<file path="config.mk">
export PLATFORM = sky130hd
export DESIGN_NAME = axis_frame_packer
export DESIGN_NICKNAME = d
export VERILOG_FILES = /design/src/rtl/axis_frame_packer.sv
export SDC_FILE = /design/constraint.sdc
export NUM_CORES = 2
export LEC_CHECK = 0
export BUFFER_PORTS_ARGS = -buffer_cell sky130_fd_sc_hd__clkbuf_2
export CELL_PAD_IN_SITES_DETAIL_PLACEMENT = 1
export CELL_PAD_IN_SITES_GLOBAL_PLACEMENT = 1
export CORE_ASPECT_RATIO = 0.8
export CORE_UTILIZATION = 50
export DETAILED_ROUTE_END_ITERATION = 8
export PLACE_DENSITY = 0.83
export SKIP_CTS_REPAIR_TIMING = 1
export SYNTH_ARGS = -nofsm -noshare
export SYNTH_HDL_FRONTEND = slang
export SYNTH_MEMORY_MAX_BITS = 65536
export SYNTH_SLANG_ARGS = --single-unit
</file>
<file path="constraint.sdc">
create_clock -name clk -period 27.2 [get_ports clk]
set_input_delay 5.44 -clock clk [delete_from_list [all_inputs] [get_ports clk]]
set_output_delay 5.44 -clock clk [all_outputs]
set_load 0.01 [all_outputs]
</file>
<file path="src/rtl/axis_frame_packer.sv">
// rtl/axis_frame_packer.sv - buffers window beats and re-emits them as fixed-length, zero-padded frames
module axis_frame_packer #(
    parameter int AXIS_DATA_WIDTH  = 256,
    parameter int FRAME_BEATS      = 100,
    parameter int BEAT_CNT_WIDTH   = 7,
    parameter int FIFO_DEPTH_INDEX = 4
) (
    input  logic                       clk,
    input  logic                       rst_n,
    input  logic                       win_vld,
    input  logic [AXIS_DATA_WIDTH-1:0] win_data,
    input  logic                       win_end,
    output logic                       win_rdy,
    output logic                       transmit_vld,
    output logic [AXIS_DATA_WIDTH-1:0] transmit_data,
    output logic                       transmit_last,
    input  logic                       transmit_rdy,
    output logic                       read_start_intr,
    output logic [15:0]                frame_cnt
);

    localparam int DEPTH   = 1 << FIFO_DEPTH_INDEX;
    localparam int ENTRY_W = AXIS_DATA_WIDTH + 1;
    localparam logic [BEAT_CNT_WIDTH-1:0] LAST_BEAT = BEAT_CNT_WIDTH'(FRAME_BEATS - 1);

    typedef enum logic {
        STREAM = 1'b0,
        PAD    = 1'b1
    } state_t;

    logic [ENTRY_W-1:0]          mem_q [DEPTH];
    logic [FIFO_DEPTH_INDEX:0]   wr_ptr_q, wr_ptr_d;
    logic [FIFO_DEPTH_INDEX:0]   rd_ptr_q, rd_ptr_d;
    state_t                      state_q, state_d;
    logic [BEAT_CNT_WIDTH-1:0]   beat_cnt_q, beat_cnt_d;
    logic [15:0]                 frame_cnt_q, frame_cnt_d;
    logic                        read_start_q, read_start_d;

    logic                        empty;
    logic                        full;
    logic                        push;
    logic                        handshake;
    logic                        at_last_beat;
    logic [ENTRY_W-1:0]          head;

    // Pointers carry one extra wrap bit so full and empty are distinguishable.
    assign empty = (wr_ptr_q == rd_ptr_q);
    assign full  = (wr_ptr_q[FIFO_DEPTH_INDEX] != rd_ptr_q[FIFO_DEPTH_INDEX]) &&
                   (wr_ptr_q[FIFO_DEPTH_INDEX-1:0] == rd_ptr_q[FIFO_DEPTH_INDEX-1:0]);
    assign head  = mem_q[rd_ptr_q[FIFO_DEPTH_INDEX-1:0]];

    assign win_rdy         = !full;
    assign push            = win_vld && !full;
    assign at_last_beat    = (beat_cnt_q == LAST_BEAT);
    assign handshake       = transmit_vld && transmit_rdy;
    assign read_start_intr = read_start_q;
    assign frame_cnt       = frame_cnt_q;

    always_comb begin
        transmit_vld  = 1'b0;
        transmit_data = '0;
        transmit_last = 1'b0;
        if (state_q == STREAM) begin
            transmit_vld  = !empty;
            transmit_data = empty ? '0 : head[AXIS_DATA_WIDTH-1:0];
            transmit_last = at_last_beat && !empty;
        end else begin
            transmit_vld  = 1'b1;
            transmit_last = at_last_beat;
        end
    end

    always_comb begin
        state_d      = state_q;
        beat_cnt_d   = beat_cnt_q;
        frame_cnt_d  = frame_cnt_q;
        wr_ptr_d     = push ? wr_ptr_q + 1'b1 : wr_ptr_q;
        rd_ptr_d     = rd_ptr_q;
        read_start_d = handshake && (beat_cnt_q == '0);
        if (handshake) begin
            if (state_q == STREAM) begin
                rd_ptr_d = rd_ptr_q + 1'b1;
            end
            // A tag on the final beat of a frame already fills it, so no padding.
            if (at_last_beat) begin
                beat_cnt_d  = '0;
                frame_cnt_d = frame_cnt_q + 16'd1;
                state_d     = STREAM;
            end else begin
                beat_cnt_d = beat_cnt_q + 1'b1;
                if (state_q == STREAM && head[ENTRY_W-1]) begin
                    state_d = PAD;
                end
            end
        end
    end

    always_ff @(posedge clk) begin
        if (!rst_n) begin
            state_q      <= STREAM;
            beat_cnt_q   <= '0;
            frame_cnt_q  <= '0;
            wr_ptr_q     <= '0;
            rd_ptr_q     <= '0;
            read_start_q <= 1'b0;
        end else begin
            state_q      <= state_d;
            beat_cnt_q   <= beat_cnt_d;
            frame_cnt_q  <= frame_cnt_d;
            wr_ptr_q     <= wr_ptr_d;
            rd_ptr_q     <= rd_ptr_d;
            read_start_q <= read_start_d;
        end
    end

    always_ff @(posedge clk) begin
        if (push) begin
            mem_q[wr_ptr_q[FIFO_DEPTH_INDEX-1:0]] <= {win_end, win_data};
        end
    end

endmodule

</file>
==> flow_summary.json <==
{
  "gr-total-overflow": 0,
  "clkLatencyLatePin_ns": 0.93,
  "cp_common_cell": "buf_4",
  "slew_headroom": 0.2026,
  "grt_start_max_net_pins": 155,
  "min_period_ns": 13.76,
  "cts_sinks": 4151,
  "coreArea_sq_um": 308600,
  "slowest_delay_ns": 0.89,
  "die-area_sq_um": 313500,
  "fin_hold_ws_ns": 0.4932,
  "rsz0062_at_grt": "false",
  "initial_core_util": 0.5043,
  "gp_routability_congestion": 0.7534,
  "routed_wl_mm": 427.8,
  "cts_inserted_buffers": 396,
  "die_h_microns": 501.0,
  "tns_ns": 0,
  "vias": 77290,
  "netlist.area_leader.share": 0.7935,
  "setup_viol": 0,
  "netlist_area_sq_um": 155600,
  "cts_tree": "done",
  "grtUsageTotal": 0.2711,
  "critPathArrivalTime_ns": 8.32,
  "fin_crit_sh": 0.5058,
  "max_freq_ghz": 0.07269,
  "syn_inst": 6550,
  "root_buffer": "clkbuf_16",
  "antenna_found_initial": 89,
  "slew_viol_final": 0,
  "hold_path.class": "flop to flop",
  "cp-end-kind": "output port",
  "grt_pass1_vias": 81780,
  "power.leakage_nw": 54.26,
  "fin_nets": 7528,
  "worstSetupPathType": "flop to output port",
  "fp.dieW_microns": 625.7,
  "ys_seq_area_frac": 0.7985,
  "hold_violations": 0,
  "pin_count": 537,
  "ys_ff_latch": 4151,
  "maxCapViolCount": 0,
  "startpoint_type": "flop",
  "dp_hpwl_mm": 216.7,
  "first_pass_iters": 6,
  "drive_gt1_frac": 0.3036,
  "avgSynthCellArea_sq_um": 23.76,
  "status": "finished clean",
  "ir_drop_mv": 0.07019,
  "yosys.area.top_type": "edfxtp_1",
  "worst_pin_slew_ns": 1.196,
  "htreeDepth": 5,
  "numPortBuffers": 536,
  "power_density_nw_per_um2": 81.36,
  "worstPathCellList": "buf_4 > buf_4 > buf_4 > buf_4 > buf_4 > buf_4 > buf_4 > mux4_2 > a22oi_1 > a21oi_1 > clkbuf_2",
  "drc": 0,
  "worstPathRequired_ns": 21.76,
  "drt_iter0_drc": 10900,
  "via_per_inst": 6.566,
  "crit_fanout": 66,
  "clkTransAtPathRegs_ns": 0.06,
  "yosys_warnings": 0,
  "grt_pass1_wl_mm": 605.2,
  "yosys.cell_types.count": 48,
  "wire_per_inst_microns": 36.35,
  "rows": 182,
  "syn-num-nets": 6819,
  "cts_buffer_depth": 4,
  "ant_nets": 0,
  "area_delta_synth_final_pct": 13.25,
  "synth_area_leaders": "edfxtp_1, mux4_2, a22oi_1, a21oi_1, dfxtp_1",
  "crit_slowest_cell": "buf_4",
  "clock_skew_ns": 0.09697
}
## synth_stat cells (all sizes together)
cell	n
a2111oi	7
a211oi	2
a21boi	5
a21o	3
a21oi	262
a22oi	512
a31oi	1
and2	17
and3	2
and4	5
buf	192
clkbuf	190
dfxtp	39
edfxtp	4112
ha	8
inv	10
mux2i	18
mux4	1024
nand2	32
nand2b	10
nand3	5
nand3b	2
nand4	11
nand4b	2
nor2	22
nor2b	6
nor3	9
nor4	1
o2111ai	1
o211ai	3
o21a	3
o21ai	6
o22ai	1
o32ai	1
or2	1
or3	3
xnor2	15
xor2	7
## metrics by stage
stage	power [mW]	utilization	worst slack, ns	instance area [sq um]	instances
after floorplan	8.364	-	2.835	155600	6550
after global placement	8.860	0.5295	14.67	163400	11000
after detailed placement	8.929	0.5295	14.50	163400	11000
after CTS	14.41	0.5706	13.52	176100	11710
after global routing	14.67	0.5709	13.21	176200	11750
final	14.34	0.5711	13.44	176200	11770
## power by group
part           switching (mW)  internal (mW)  total [mW]
Clock                    2.42           3.11        5.52
Sequential             0.0344           7.11        7.15
Combinational           0.991          0.674        1.67
## registers in the layout, indices dropped and copies added (netlist names), named ones only
signal           flops
state_q              1
beat_cnt_q           7
rd_ptr_q             5
wr_ptr_q             5
read_start_intr      1
mem_q             4112
frame_cnt           16
## placed cells by master, fill, tap and decap left out, drive strengths merged, types with 22 or more instances in the layout
cell type / n
dfxtp: 39
nand2: 32
nor2: 22
buf: 157
clkinv: 160
inv: 25
edfxtp: 4112
bufinv: 43
diode: 61
a21oi: 262
a22oi: 512
mux4: 1024
clkbuf: 1019
## layer usage
metal / track usage / routed length [microns] / share of wire
met2: 0.4467 / 211800 / 0.50
met1: 0.3581 / 156000 / 0.36
met4: 0.1079 / 17070 / 0.040
met3: 0.05446 / 42570 / 0.10
met5: 0 / 359 / 0.00084
## cell type report
| cell class | instances | area [sq um] |
|---|---|---|
| Antenna cell | 61 | 152.6 |
| Clock buffer | 483 | 10280 |
| Clock inverter | 226 | 2420 |
| Fill cell | 25770 | 132300 |
| Inverter | 10 | 37.54 |
| Multi-Input combinational cell | 2007 | 29840 |
| Sequential cell | 4151 | 124300 |
| Tap cell | 4140 | 5180 |
| Timing Repair Buffer | 693 | 4049 |
## logic make-up (layout without fill, tap and decap cells)
logic type                 Yosys count  count (layout)  synth area share
xor gates and xnor gates            22              22          0.001287
and+or+nand+nor                    128             128          0.004358
buffers and inverters              392            1412           0.01082
other                                0              61                 0
muxes                             1042            1042            0.1494
adders and majority gates            8               8         0.0006433
AOI/OAI and AO/OA                  807             807           0.03499
DFF                               4151            4151            0.7985
## worst paths after layout
check / depth (start not counted) / start / slack, ns / endpoint
worst max-delay path: 11 / flop / 13.44 / transmit_data[88]
worst min-delay path: 2 / frame_cnt[13]$_SDFFE_PN0P_ / 0.49 / frame_cnt[13]$_SDFFE_PN0P_
worst max register to register: 9 / wr_ptr_q[2]$_SDFFE_PN0P_ / 20.26 / mem_q[9][132]$_DFFE_PP_
worst min register to register: 2 / frame_cnt[13]$_SDFFE_PN0P_ / 0.49 / frame_cnt[13]$_SDFFE_PN0P_
## worst max-delay path, delay by kind of cell, from the launching register on
kind            cells  cell delay (ns)
buf+inv             8             5.75
compound gates      2             0.53
flops               1             0.48
mux                 1             0.36
Note: power is estimated with default switching activity, not from simulation.
